## src/rtl/mem_responder_pkg.sv

```systemverilog
// Shared types and default widths for the mem_responder block.
package mem_responder_pkg;

  localparam int DEF_DEPTH  = 16;
  localparam int DEF_ADDR_W = 4;
  localparam int DEF_DATA_W = 32;

  // Load side: no response held / response held on ld_data.
  typedef enum logic {
    L_IDLE = 1'b0,
    L_HOLD = 1'b1
  } ld_state_t;

  // Store side: ready for a store / completion token pending.
  typedef enum logic {
    S_IDLE = 1'b0,
    S_DONE = 1'b1
  } st_state_t;

endpackage

```

## src/rtl/mem_responder_ram.sv

```systemverilog
// Register file: one combinational read port, one write port, async-reset.
// The read is combinational, so a read sampled on the same edge as a write
// sees the old word (read-before-write). Out-of-range addresses read 0 and
// writes to them are dropped.
module mem_responder_ram #(
  parameter int DEPTH  = 16,
  parameter int ADDR_W = 4,
  parameter int DATA_W = 32
) (
  input  logic              clock,
  input  logic              reset,
  input  logic [ADDR_W-1:0] rd_addr,
  output logic [DATA_W-1:0] rd_data,
  input  logic              wr_en,
  input  logic [ADDR_W-1:0] wr_addr,
  input  logic [DATA_W-1:0] wr_data
);

  localparam logic [ADDR_W:0] DEPTH_L = DEPTH[ADDR_W:0];

  logic [DATA_W-1:0] mem [DEPTH];
  logic              rd_in_range;
  logic              wr_in_range;

  assign rd_in_range = ({1'b0, rd_addr} < DEPTH_L);
  assign wr_in_range = ({1'b0, wr_addr} < DEPTH_L);

  // Combinational read; unmapped addresses return zero.
  always_comb begin
    rd_data = '0;
    if (rd_in_range) rd_data = mem[rd_addr];
  end

  // Storage array: cleared on reset, written on an in-range store.
  always_ff @(posedge clock or negedge reset) begin
    if (!reset) begin
      for (int i = 0; i < DEPTH; i++) mem[i] <= '0;
    end else if (wr_en && wr_in_range) begin
      mem[wr_addr] <= wr_data;
    end
  end

endmodule

```

## src/rtl/mem_responder.sv

```systemverilog
// mem_responder: small memory with independent load and store channels.
// Load: latency-1 response, one load per cycle when the response is consumed.
// Store: write at acceptance, completion token the following cycle.
// Optional macro MEM_RESPONDER_STATS_EN adds 16-bit ld_count/st_count outputs.
module mem_responder
  import mem_responder_pkg::*;
#(
  parameter int DEPTH  = DEF_DEPTH,
  parameter int ADDR_W = $clog2(DEPTH),
  parameter int DATA_W = DEF_DATA_W
) (
  input  logic              clock,
  input  logic              reset,
  input  logic [ADDR_W-1:0] ld_addr,
  input  logic              ld_addr_valid,
  output logic              ld_addr_ready,
  output logic [DATA_W-1:0] ld_data,
  output logic              ld_data_valid,
  input  logic              ld_data_ready,
  input  logic [ADDR_W-1:0] st_addr,
  input  logic [DATA_W-1:0] st_data,
  input  logic              st_valid,
  output logic              st_ready,
  output logic              st_done_valid,
  input  logic              st_done_ready
`ifdef MEM_RESPONDER_STATS_EN
  ,
  output logic [15:0]       ld_count,
  output logic [15:0]       st_count
`endif
);

  ld_state_t         ld_state, ld_next;
  st_state_t         st_state, st_next;
  logic              ld_fire, st_fire;
  logic [DATA_W-1:0] rd_data;

  assign ld_fire = ld_addr_valid && ld_addr_ready;
  assign st_fire = st_valid && st_ready;

  mem_responder_ram #(
    .DEPTH (DEPTH),
    .ADDR_W(ADDR_W),
    .DATA_W(DATA_W)
  ) u_ram (
    .clock  (clock),
    .reset  (reset),
    .rd_addr(ld_addr),
    .rd_data(rd_data),
    .wr_en  (st_fire),
    .wr_addr(st_addr),
    .wr_data(st_data)
  );

  // Load and store state registers.
  always_ff @(posedge clock or negedge reset) begin
    if (!reset) begin
      ld_state <= L_IDLE;
      st_state <= S_IDLE;
    end else begin
      ld_state <= ld_next;
      st_state <= st_next;
    end
  end

  // Load FSM: a new load may enter whenever the held response leaves this cycle.
  always_comb begin
    ld_next       = ld_state;
    ld_data_valid = 1'b0;
    ld_addr_ready = ld_data_ready;
    case (ld_state)
      L_IDLE: begin
        ld_addr_ready = 1'b1;
        if (ld_addr_valid) ld_next = L_HOLD;
      end
      L_HOLD: begin
        ld_data_valid = 1'b1;
        if (ld_data_ready && !ld_addr_valid) ld_next = L_IDLE;
      end
      default: ld_next = L_IDLE;
    endcase
  end

  // Response register: only changes on an accepted load, so it is stable while held.
  always_ff @(posedge clock or negedge reset) begin
    if (!reset)       ld_data <= '0;
    else if (ld_fire) ld_data <= rd_data;
  end

  // Store FSM: token raised after a store, retired by st_done_ready.
  always_comb begin
    st_next       = st_state;
    st_done_valid = 1'b0;
    st_ready      = st_done_ready;
    case (st_state)
      S_IDLE: begin
        st_ready = 1'b1;
        if (st_valid) st_next = S_DONE;
      end
      S_DONE: begin
        st_done_valid = 1'b1;
        if (st_done_ready && !st_valid) st_next = S_IDLE;
      end
      default: st_next = S_IDLE;
    endcase
  end

`ifdef MEM_RESPONDER_STATS_EN
  // Accepted-transfer counters, wrapping at 16 bits.
  always_ff @(posedge clock or negedge reset) begin
    if (!reset) begin
      ld_count <= '0;
      st_count <= '0;
    end else begin
      if (ld_fire) ld_count <= ld_count + 16'd1;
      if (st_fire) st_count <= st_count + 16'd1;
    end
  end
`endif

endmodule
```

## config.mk

```make
export PLATFORM = sky130hd
export DESIGN_NAME = mem_responder
export DESIGN_NICKNAME = d
export VERILOG_FILES = /design/src/rtl/mem_responder_pkg.sv /design/src/rtl/mem_responder_ram.sv /design/src/rtl/mem_responder.sv
export SDC_FILE = /design/constraint.sdc
export NUM_CORES = 1
export LEC_CHECK = 0
export CORE_ASPECT_RATIO = 1.5
export CORE_MARGIN = 2
export CORE_UTILIZATION = 45
export DETAILED_ROUTE_END_ITERATION = 10
export PLACE_DENSITY = 0.62
export SLEW_MARGIN = 10
export SYNTH_ARGS = -nofsm -noshare
export SYNTH_HDL_FRONTEND = slang
export SYNTH_SLANG_ARGS = --single-unit
```

## constraint.sdc

```tcl
create_clock -name clock -period 4.5 [get_ports clock]
set_input_delay 1.125 -clock clock [delete_from_list [all_inputs] [get_ports clock]]
set_output_delay 1.125 -clock clock [all_outputs]
set_load 0.02 [all_outputs]
```

## Word level (Yosys, flattened, before mapping)

Cells that the tools add are included.

| word-level totals | value |
|---|---|
| register bits | 546 |
| input port bits | 46 |

| cells by class | value |
|---|---|
| mux-type cells | 16 |
| magnitude comparators | 3 |
| bitwise logic cells | 4 |
| reductions and logical operators | 7 |

Operators by type and width:

| operator | number |
|---|---|
| bitwise mux 512 bit | 1 |
| binary-select mux 32 bit (select 4 bit) | 1 |
| demux 32 bit (select 4 bit) | 1 |
| two-way mux 32 bit | 3 |
| >= comparator 5 bit, second input constant | 2 |
| inverter 4 -> 5 bit | 2 |
| two-way mux 1 bit | 8 |
| logical AND 1 bit | 5 |
| less-than comparator 5 x 1 -> 1 bit, second input constant | 1 |
| case mux 1 bit (2 select lines) | 2 |
| logical NOT 1 bit | 2 |
| inverter 1 bit | 2 |

## Longest topological paths before layout

Gate-level depths: netlist of the first run.

| logic depth | value |
|---|---|
| depth in word-level cells | 6 |
| mapped depth | 7 |

## Modules after synthesis

A second synthesis of the first run with hierarchy kept.

| second synthesis, totals | value |
|---|---|
| cells, all modules | 1481 |
| area, all modules | 24502.2 um2 |

Modules (own cells, without submodules):

| module | cells an instance | sequential area each (um2) | area each (um2) | times used |
|---|---|---|---|---|
| mem_responder_ram | 1406 | 12812.3 | 23067.1 | 1 |
| mem_responder | 75 | 850.8 | 1435.1 | 1 |

## Worst setup path after synthesis of the first run

OpenSTA, ideal clock, no wires.

| timing path | value |
|---|---|
| path kind | input-to-reg |
| from | in st_done_ready |
| to | reg u_ram.mem[289] (netlist name) |
| stages on the path | 5 |
| slack | 1.895 ns |
| setup time | 0.125 ns |
| required time | 4.375 ns |
| arrival | 2.480 ns |
| path through | nand2b_1 nand4b_1 nor2_1 buf_2 mux2_2 |

| between the ends | value |
|---|---|
| word-level cells in the longest chain between the ends | 2 |

RTL lines:

| element | RTL line | RTL |
|---|---|---|
| start: declaration | mem_responder.sv:25 | `input logic st_done_ready` |
| two-way mux 1 bit | mem_responder.sv:95 | `case (st_state)` |
| logical AND 1 bit | mem_responder.sv:39 | `assign st_fire = st_valid && st_ready;` |
| end signal: indexed assignment | mem_responder_ram.sv:39 | `mem[wr_addr] <= wr_data;` |
| end: declaration | mem_responder_ram.sv:21 | `logic [DATA_W-1:0] mem [DEPTH];` |

No other way between the ends.
A chain may end at the register's enable or synchronous reset.

## Worst setup path after layout of the first run

| timing path | value |
|---|---|
| from | in ld_data_ready |
| to | out ld_addr_ready |

| between the ends | value |
|---|---|
| word-level cells in the longest chain between the ends | 1 |

RTL lines:

| element | RTL line | RTL |
|---|---|---|
| start: declaration | mem_responder.sv:19 | `input logic ld_data_ready,` |
| two-way mux 1 bit | mem_responder.sv:71 | `case (ld_state)` |
| end: declaration | mem_responder.sv:16 | `output logic ld_addr_ready,` |

No other way between the ends.

==> results.sh, run 1 <==
export IMPL_drcViolationCount=0
export IMPL_cts_tree="done"
export IMPL_fin_crit_ns=3.56
export IMPL_fp_dieW_microns=193
export IMPL_crit_slowest_cell="clkdlybuf4s50_1"
export IMPL_crit_chain="clkdlybuf4s50_1 > nand2b_1 > clkdlybuf4s50_1"
export IMPL_final_setup_viol_count=0
export IMPL_tns_ns=0
export IMPL_yosys_area_top_type_share_pct=56.4
export IMPL_synth_top_flop_cell="dfrtp_1"
export IMPL_post_synth_main_area_contributors="dfrtp_1, mux2_2, mux4_2"
export IMPL_clk_pin_slew_ns=0.06
export IMPL_synth_yosys_seq_area_share_pct=56.4
export IMPL_finalCritPeriodShare_pct=79.0
export IMPL_drive_above_1_share_pct=47.8
export IMPL_cp_end_kind="output port"
export IMPL_power_mw=13.5
export IMPL_clock_skew_ns=0.0248
export IMPL_cts_setup_buffers=0
export IMPL_syn_area_sq_um=24200
export IMPL_crit_path_max_fanout=5
export IMPL_core_sq_um=53500
export IMPL_grtUsageTotal_pct=21.4
export IMPL_wl_per_cell_microns=25.5
export IMPL_diodes=0
export IMPL_viasPerCell=5.86
export IMPL_reg2reg_from="st_state"
export IMPL_gp_congestion=0.718
export IMPL_power_density_nw_per_um2=488
export IMPL_ctsResizeCount=0
export IMPL_fin_cells=2259
export IMPL_crit_required_ns=3.38
export IMPL_fin_nets=1582
export IMPL_leakage_nw=11.9
export IMPL_syn_to_final_growth_pct=13.8
export IMPL_finalMaxSlewViolations=0
export IMPL_synth_distinct_cells=28
export IMPL_antenna_found_initial=0
export IMPL_drv_cap=0
export IMPL_grt_ovfl_total=0
export IMPL_critPathLaunch="ld_data_ready"
export IMPL_h_tree_depth=2
export IMPL_holdBufCountCts=0
export IMPL_clock_fmax_mhz=281
export IMPL_start_util_pct=45.3
export IMPL_ys_top_cells_by_count="dfrtp_1, mux2_2, mux4_2"
export IMPL_critPathKind="primary input to output port"
export IMPL_ys_seq_elements=546
export IMPL_hp_start="u_ram.mem[18]"
export IMPL_ioPinCount=82
export IMPL_yosysMostFrequentCell="dfrtp_1"
export IMPL_syn_num_nets=1524
export IMPL_hold_class="flip-flop to flip-flop"
export IMPL_status="finished clean"
export IMPL_avgSynthCellArea_sq_um=16.4
export IMPL_crit_arrival_ns=2.43
export IMPL_critPathMaxStageDelay_ns=0.65
export IMPL_dp_hpwl_mm=33.6
export IMPL_dr_pass1_iters=5
export IMPL_grt_pass1_wl_mm=91.4
export IMPL_clockRootBuffer="clkbuf_16"
export IMPL_nFillCells=4393
export IMPL_max_vdd_ir_drop_uv=337
export IMPL_routed_wirelength_mm=57.7
export IMPL_async_flop_share_pct=100
export IMPL_finalHoldViolCount=0
export IMPL_ys_warn_count=0
export IMPL_tightest_slew_ns=0.984
export IMPL_cts_buffers=53
export IMPL_clkSinkCount=546
export IMPL_dieArea_sq_um=55800
export IMPL_synthesis_instances=1478
export IMPL_dp_cells=2170
export IMPL_synth_area_leader_cell="dfrtp_1"
export IMPL_die_y_microns=288
export IMPL_path_common_cell="clkdlybuf4s50_1"
export IMPL_clockBufferDepth=3
export IMPL_grt_max_degree=117
export IMPL_clkLatencyLatePin_ns=0.59
export IMPL_drt_initial_drc_count=592
export IMPL_vias=13233
export IMPL_fp_row_count=104
export IMPL_grt_pass1_vias=14890
export IMPL_rsz0062_at_grt="false"
export IMPL_port_buffers=81
export IMPL_slew_headroom_pct=34.4
export IMPL_antenna_left=0
export IMPL_startpoint_type="primary input"
export IMPL_synth_edf_count=0
-- flip-flops by register name (all words and copies together), names as in the netlist --
name,flops
ld_data,32
u_ram.mem,512
ld_state,1
st_state,1
-- per-stage QoR --
| stage | hold WS (ns) | utilization [%] | setup WS [ns] | area, sq um |
|---|---|---|---|---|
| CTS | 0.487 | 51.6 | 0.940 | 27600 |
| detailed placement | 0.473 | 48.5 | 0.926 | 25900 |
| global placement | 0.462 | 48.5 | 0.939 | 25900 |
| finish | 0.484 | 51.6 | 0.945 | 27600 |
| global route | 0.490 | 51.6 | 0.879 | 27600 |
| floorplan | 0.452 | - | 1.89 | 24200 |
-- where the power goes --
part           total [mW]  switching (mW)  leakage, nW  internal [mW]
registers            6.66           0.587         6.83           6.07
clock network        4.27            1.85        0.808           2.42
logic                2.53           0.938         4.28           1.59
-- worst paths after layout --
check / cells past startpoint / to / slack [ns]
worst max-delay path: 3 / ld_addr_ready / 0.94
worst min-delay path: 1 / u_ram.mem[18] / 0.48
worst max register to register: 5 / u_ram.mem[99] / 2.12
worst min register to register: 1 / u_ram.mem[18] / 0.48
max in group asynchronous: 2 / u_ram.mem[393] / 2.70
min in group asynchronous: 1 / u_ram.mem[441] / 0.59
-- metal layers --
layer,wire length [microns],track usage [%]
met4,1090,5.08
met5,0,0
met3,1950,2.64
met2,29900,38.0
met1,24800,28.0
-- placed cells by master (no fill, tap or decap), types with 2 or more instances in the layout --
| master | instances |
|---|---|
| nor3_4 | 3 |
| nand2b_1 | 6 |
| mux2i_1 | 64 |
| mux2_2 | 476 |
| clkinv_2 | 6 |
| clkbuf_16 | 55 |
| clkinvlp_4 | 2 |
| buf_4 | 36 |
| mux2_1 | 36 |
| clkbuf_1 | 13 |
| dfrtp_1 | 546 |
| o21ai_1 | 31 |
| nand2_2 | 2 |
| nand3_2 | 2 |
| nand4b_1 | 2 |
| nor2_1 | 3 |
| mux4_2 | 127 |
| nor2_4 | 9 |
| buf_12 | 16 |
| clkdlybuf4s50_1 | 77 |
| a2bb2oi_1 | 31 |
| nand3b_1 | 3 |
| clkbuf_8 | 13 |
-- cell type report --
cell class	instances	area, sq um	area share [%]
flip-flops and latches	546	13700	49.5
multi-input cells	803	10000	36.3
clock buffers	80	1590	5.76
repair buffers	131	1390	5.04
well taps	689	862	3.12
clock inverters	9	53.8	0.195
inverters	1	3.75	0.0136
-- logic make-up after synthesis --
family / count (synthesis) / synth area share (%)
mux: 703 / 38.2
flops: 546 / 56.4
compound gates: 65 / 1.86
buf+inv: 129 / 2.68
simple gates: 35 / 0.842
-- worst max-delay path: cells and delay by family --
family / cells / cell delay [ns]
AND/OR/NAND/NOR: 1 / 0.21
buffers and inverters: 2 / 1.09
(Power assumes the default switching activity.)
==> run 2: changes to the inputs <==
Settings changed: PLACE_DENSITY 0.62 to 0.64.
Clock period 4.5 ns to 3.22 ns, I/O delays scaled along.
==> run 2 against run 1 <==
Against the previous run: setup slack lost 0.64 ns; largest power group unchanged; design area grew 2.3%; global-route usage grew 0.11 points; core utilization grew 1.2 points; flip-flop and latch count is the same; clock power grew 50%; via count grew 0.69%.
==> results.sh, run 2 (same netlist as run 1, synthesis figures left out) <==
export IMPL_ctsResizeCount=0
export IMPL_cts_setup_buffers=0
export IMPL_vias=13324
export IMPL_finalCritPeriodShare_pct=90.7
export IMPL_dieArea_sq_um=55800
export IMPL_clockBufferDepth=3
export IMPL_max_vdd_ir_drop_uv=452
export IMPL_fin_crit_ns=2.92
export IMPL_antenna_left=0
export IMPL_tns_ns=0
export IMPL_port_buffers=81
export IMPL_power_density_nw_per_um2=683
export IMPL_viasPerCell=5.82
export IMPL_rsz0062_at_grt="false"
export IMPL_wl_per_cell_microns=25.4
export IMPL_clockRootBuffer="clkbuf_16"
export IMPL_finalHoldViolCount=0
export IMPL_grtUsageTotal_pct=21.5
export IMPL_crit_arrival_ns=2.11
export IMPL_clkSinkCount=546
export IMPL_cts_buffers=52
export IMPL_grt_pass1_vias=14899
export IMPL_clk_pin_slew_ns=0.06
export IMPL_slew_headroom_pct=57.9
export IMPL_tightest_slew_ns=0.616
export IMPL_diodes=0
export IMPL_final_cell_mix="dfrtp_1, mux2_2, mux4_2, clkdlybuf4s50_1, mux2i_1"
export IMPL_largest_register="u_ram.mem"
export IMPL_clock_skew_ns=0.0135
export IMPL_grt_ovfl_total=0
export IMPL_top_regs="u_ram.mem x512, ld_data x32"
export IMPL_fp_dieW_microns=193
export IMPL_crit_required_ns=2.41
export IMPL_h_tree_depth=2
export IMPL_die_y_microns=288
export IMPL_largest_reg_flops=512
export IMPL_drcViolationCount=0
export IMPL_dp_hpwl_mm=34.8
export IMPL_critPathLaunch="ld_data_ready"
export IMPL_dr_pass1_iters=4
export IMPL_startpoint_type="primary input"
export IMPL_clock_fmax_mhz=342
export IMPL_routed_wirelength_mm=58.1
export IMPL_final_setup_viol_count=0
export IMPL_crit_path_max_fanout=5
export IMPL_cp_end_kind="output port"
export IMPL_status="finished clean"
export IMPL_drv_cap=0
export IMPL_core_sq_um=53500
export IMPL_leakage_nw=12.2
export IMPL_fp_row_count=104
export IMPL_hold_class="primary input to async pin"
export IMPL_clkLatencyLatePin_ns=0.57
export IMPL_fin_nets=1608
export IMPL_gp_congestion=0.739
export IMPL_power_mw=19.3
export IMPL_critPathKind="primary input to output port"
export IMPL_drive_above_1_share_pct=48.7
export IMPL_finalMaxSlewViolations=0
export IMPL_final_common_cell="dfrtp_1"
export IMPL_grt_pass1_wl_mm=91.7
export IMPL_drt_initial_drc_count=632
export IMPL_pre_cts_ws_ns=0.304
export IMPL_cts_tree="done"
export IMPL_ioPinCount=82
export IMPL_antenna_found_initial=1
export IMPL_holdBufCountCts=0
export IMPL_syn_to_final_growth_pct=16.5
export IMPL_start_util_pct=45.3
export IMPL_setup_slack_ns=0.300
export IMPL_reg2reg_from="st_state"
export IMPL_grt_max_degree=84
[run 2: cell types whose count changed in the layout (fill, tap and decap cells not counted), sizes merged]
cell,before,now
clkinvlp,2,1
bufinv,0,7
inv,2,1
buf,53,80
clkbuf,81,80
[run 2: report_power, final]
| group | switching, mW | total, mW | leakage (nW) | internal, mW |
|---|---|---|---|---|
| Combinational | 1.31 | 3.57 | 4.51 | 2.26 |
| Clock | 2.59 | 6.42 | 0.872 | 3.83 |
| Sequential | 0.818 | 9.30 | 6.83 | 8.48 |
[run 2: area by class of cell]
class,count,area [sq um]
Tap cell,689,862
Fill cell,4376,25300
Sequential cell,546,13700
Clock buffer,79,1530
Timing Repair Buffer,158,1890
Clock inverter,14,248
Multi-Input combinational cell,803,10000
Inverter,1,3.75
[run 2: worst paths after layout]
path	to	slack (ns)	depth (start not counted)
worst max-delay path	ld_addr_ready	0.30	3
worst min-delay path	u_ram.mem[249]	0.14	1
worst max register to register	u_ram.mem[379]	1.25	5
worst min register to register	u_ram.mem[422]	0.48	1
max in group asynchronous	u_ram.mem[457]	2.09	3
min in group clock	u_ram.mem[422]	0.48	1
[run 2: worst max-delay path, cell delays in order]
cell and delay (ns):
clkdlybuf4s50_1 0.44, nand2b_1 0.22, clkdlybuf4s50_1 0.65
[run 2: per-layer routing]
| layer | share of wire, % | GRT usage (%) |
|---|---|---|
| met5 | 0.022 | 0 |
| met4 | 2.1 | 5.48 |
| met3 | 3.6 | 2.57 |
| met2 | 51 | 37.0 |
| met1 | 44 | 29.1 |
[run 2: per-stage QoR]
stage	hold WS, ns	instance area, sq um	util (%)	instances
after floorplan	0.452	24200	-	1478
after global placement	0.462	26400	49.4	2197
after detailed placement	0.470	26400	49.4	2197
after CTS	0.130	28200	52.8	2290
after global routing	0.156	28200	52.8	2290
final	0.145	28200	52.8	2290
==> run 3: changes to the inputs <==
--- a/config.mk
+++ b/config.mk
@@ -10,5 +10,7 @@
 export CORE_UTILIZATION = 45
 export DETAILED_ROUTE_END_ITERATION = 10
+export GPL_ROUTABILITY_DRIVEN = 0
 export PLACE_DENSITY = 0.64
+export SKIP_LAST_GASP = 1
 export SLEW_MARGIN = 10
 export SYNTH_ARGS = -nofsm -noshare
==> constraint.sdc (replaced) <==
create_clock -name clock -period 3.22 [get_ports clock]
set_input_delay 0.644 -clock clock [delete_from_list [all_inputs] [get_ports clock]]
set_output_delay 0.644 -clock clock [all_outputs]
set_load 0.02 [all_outputs]
==> run 3 against run 2 <==
Against the previous run: combinational power is essentially flat; sequential share of layout area grew 0.45 points; flip-flop and latch count is the same; largest power group unchanged; die area is the same; highest routed layer unchanged; maximum frequency grew 11%; first-iteration DRC count grew 11%; non-clock buffer count grew 7; via count grew 0.28%; clock skew grew 0.0083 ns; critical path depth is the same.
==> results.sh, run 3 (same netlist as run 1, synthesis figures left out) <==
export IMPL_final_common_cell="dfrtp_1"
export IMPL_crit_arrival_ns=1.99
export IMPL_finalMaxSlewViolations=0
export IMPL_clockBufferDepth=3
export IMPL_finalCritPeriodShare_pct=81.7
export IMPL_viasPerCell=5.82
export IMPL_final_setup_viol_count=0
export IMPL_fp_dieW_microns=193
export IMPL_syn_to_final_growth_pct=15.4
export IMPL_finalHoldViolCount=0
export IMPL_crit_path_max_fanout=6
export IMPL_dp_hpwl_mm=35.4
export IMPL_cts_setup_buffers=0
export IMPL_top_regs="u_ram.mem x512, ld_data x32"
export IMPL_clock_skew_ns=0.0218
export IMPL_wl_per_cell_microns=25.5
export IMPL_power_mw=18.8
export IMPL_die_y_microns=288
export IMPL_power_density_nw_per_um2=673
export IMPL_port_buffers=81
export IMPL_routed_wirelength_mm=58.5
export IMPL_clock_fmax_mhz=380
export IMPL_grt_pass1_vias=14847
export IMPL_tightest_slew_ns=0.874
export IMPL_grt_ovfl_total=0
export IMPL_ioPinCount=82
export IMPL_diodes=0
export IMPL_design_area_sq_um=28000
export IMPL_dr_pass1_iters=4
export IMPL_drt_initial_drc_count=703
export IMPL_grt_pass1_wl_mm=92.1
export IMPL_drive_above_1_share_pct=49.0
export IMPL_grtUsageTotal_pct=21.6
export IMPL_critPathBufInv=2
export IMPL_place_area_sq_um=26300
export IMPL_drv_cap=0
export IMPL_cp_depth=3
export IMPL_largest_register="u_ram.mem"
export IMPL_antenna_found_initial=3
export IMPL_critPathKind="primary input to output port"
export IMPL_clk_pin_slew_ns=0.06
export IMPL_rr_worst_depth=6
export IMPL_final_cell_mix="dfrtp_1, mux2_2, mux4_2, clkdlybuf4s50_1, mux2i_1"
export IMPL_clockRootBuffer="clkbuf_16"
export IMPL_grt_max_degree=82
export IMPL_hold_class="primary input to async pin"
export IMPL_cp_top_family="buffers and inverters"
export IMPL_fp_row_count=104
export IMPL_ctsResizeCount=0
export IMPL_core_sq_um=53500
export IMPL_start_util_pct=45.3
export IMPL_cp_end_kind="output port"
export IMPL_cts_buffers=52
export IMPL_slew_headroom_pct=41.7
export IMPL_rsz0062_at_grt="false"
export IMPL_reg2reg_from="st_state"
export IMPL_max_vdd_ir_drop_uv=484
export IMPL_clkSinkCount=546
export IMPL_crit_chain="clkdlybuf4s50_1 > nand2b_1 > clkdlybuf4s50_1"
export IMPL_largest_reg_flops=512
export IMPL_reg2reg_to="u_ram.mem[443]"
export IMPL_leakage_nw=12.1
export IMPL_antenna_left=0
export IMPL_h_tree_depth=2
export IMPL_critPathMaxStageDelay_ns=0.66
export IMPL_holdBufCountCts=0
export IMPL_path_common_cell="clkdlybuf4s50_1"
export IMPL_clkLatencyLatePin_ns=0.59
export IMPL_dieArea_sq_um=55800
export IMPL_fin_crit_ns=2.63
export IMPL_crit_slowest_cell="clkdlybuf4s50_1"
export IMPL_vias=13361
export IMPL_startpoint_type="primary input"
export IMPL_cts_tree="done"
export IMPL_crit_required_ns=2.58
export IMPL_fin_nets=1615
export IMPL_status="finished clean"
export IMPL_drcViolationCount=0
export IMPL_r2r_slack_ns=1.28
export IMPL_tns_ns=0
## run 3: layout make-up
class	count	area, sq um
clock buffers	77	1540
clock inverters	13	111
fillers	4402	25500
inverters	1	3.75
multi-input cells	803	10000
flip-flops and latches	546	13700
well taps	689	862
repair buffers	165	1770
## run 3: worst max-delay path by stage
stage	startpoint	endpoint	slack, ns
floorplan	st_done_ready	u_ram.mem[289]	1.10
global placement	ld_addr[0]	ld_data[29]	0.52
detailed placement	st_done_ready	u_ram.mem[431]	0.50
CTS	st_done_ready	st_ready	0.58
global route	st_done_ready	st_ready	0.53
finish	st_done_ready	st_ready	0.59
## run 3: worst register-to-register path: cells and delay by family (launching register included)
kind | cells | cell delay [ns]
simple gates | 3 | 0.51
flops | 1 | 0.38
mux | 1 | 0.39
buf+inv | 2 | 0.54
## run 3: report_power, final
| part | leakage (nW) | switching, mW | internal (mW) |
|---|---|---|---|
| Clock | 0.816 | 2.57 | 3.37 |
| Combinational | 4.49 | 1.33 | 2.26 |
| Sequential | 6.83 | 0.834 | 8.48 |
| Total | 12.1 | 4.73 | 14.1 |
## run 3: per-stage QoR
step	setup WS [ns]	utilization [%]	hold WS, ns	std cells
after global placement	0.521	49.2	0.462	2204
after detailed placement	0.504	49.2	0.469	2204
after floorplan	1.10	-	0.348	1478
final	0.588	52.3	0.0292	2294
after global routing	0.532	52.3	0.0547	2294
after CTS	0.582	52.3	0.0381	2294
## run 3: layer usage
metal / global-route usage, % / up-vias / wire [microns]
met4: 6.20 / 4 / 1470
met3: 3.14 / 98 / 2190
met5: 0 / - / 33
met1: 28.8 / 7324 / 25400
met2: 37.2 / 243 / 29400
li1: - / 5692 / -
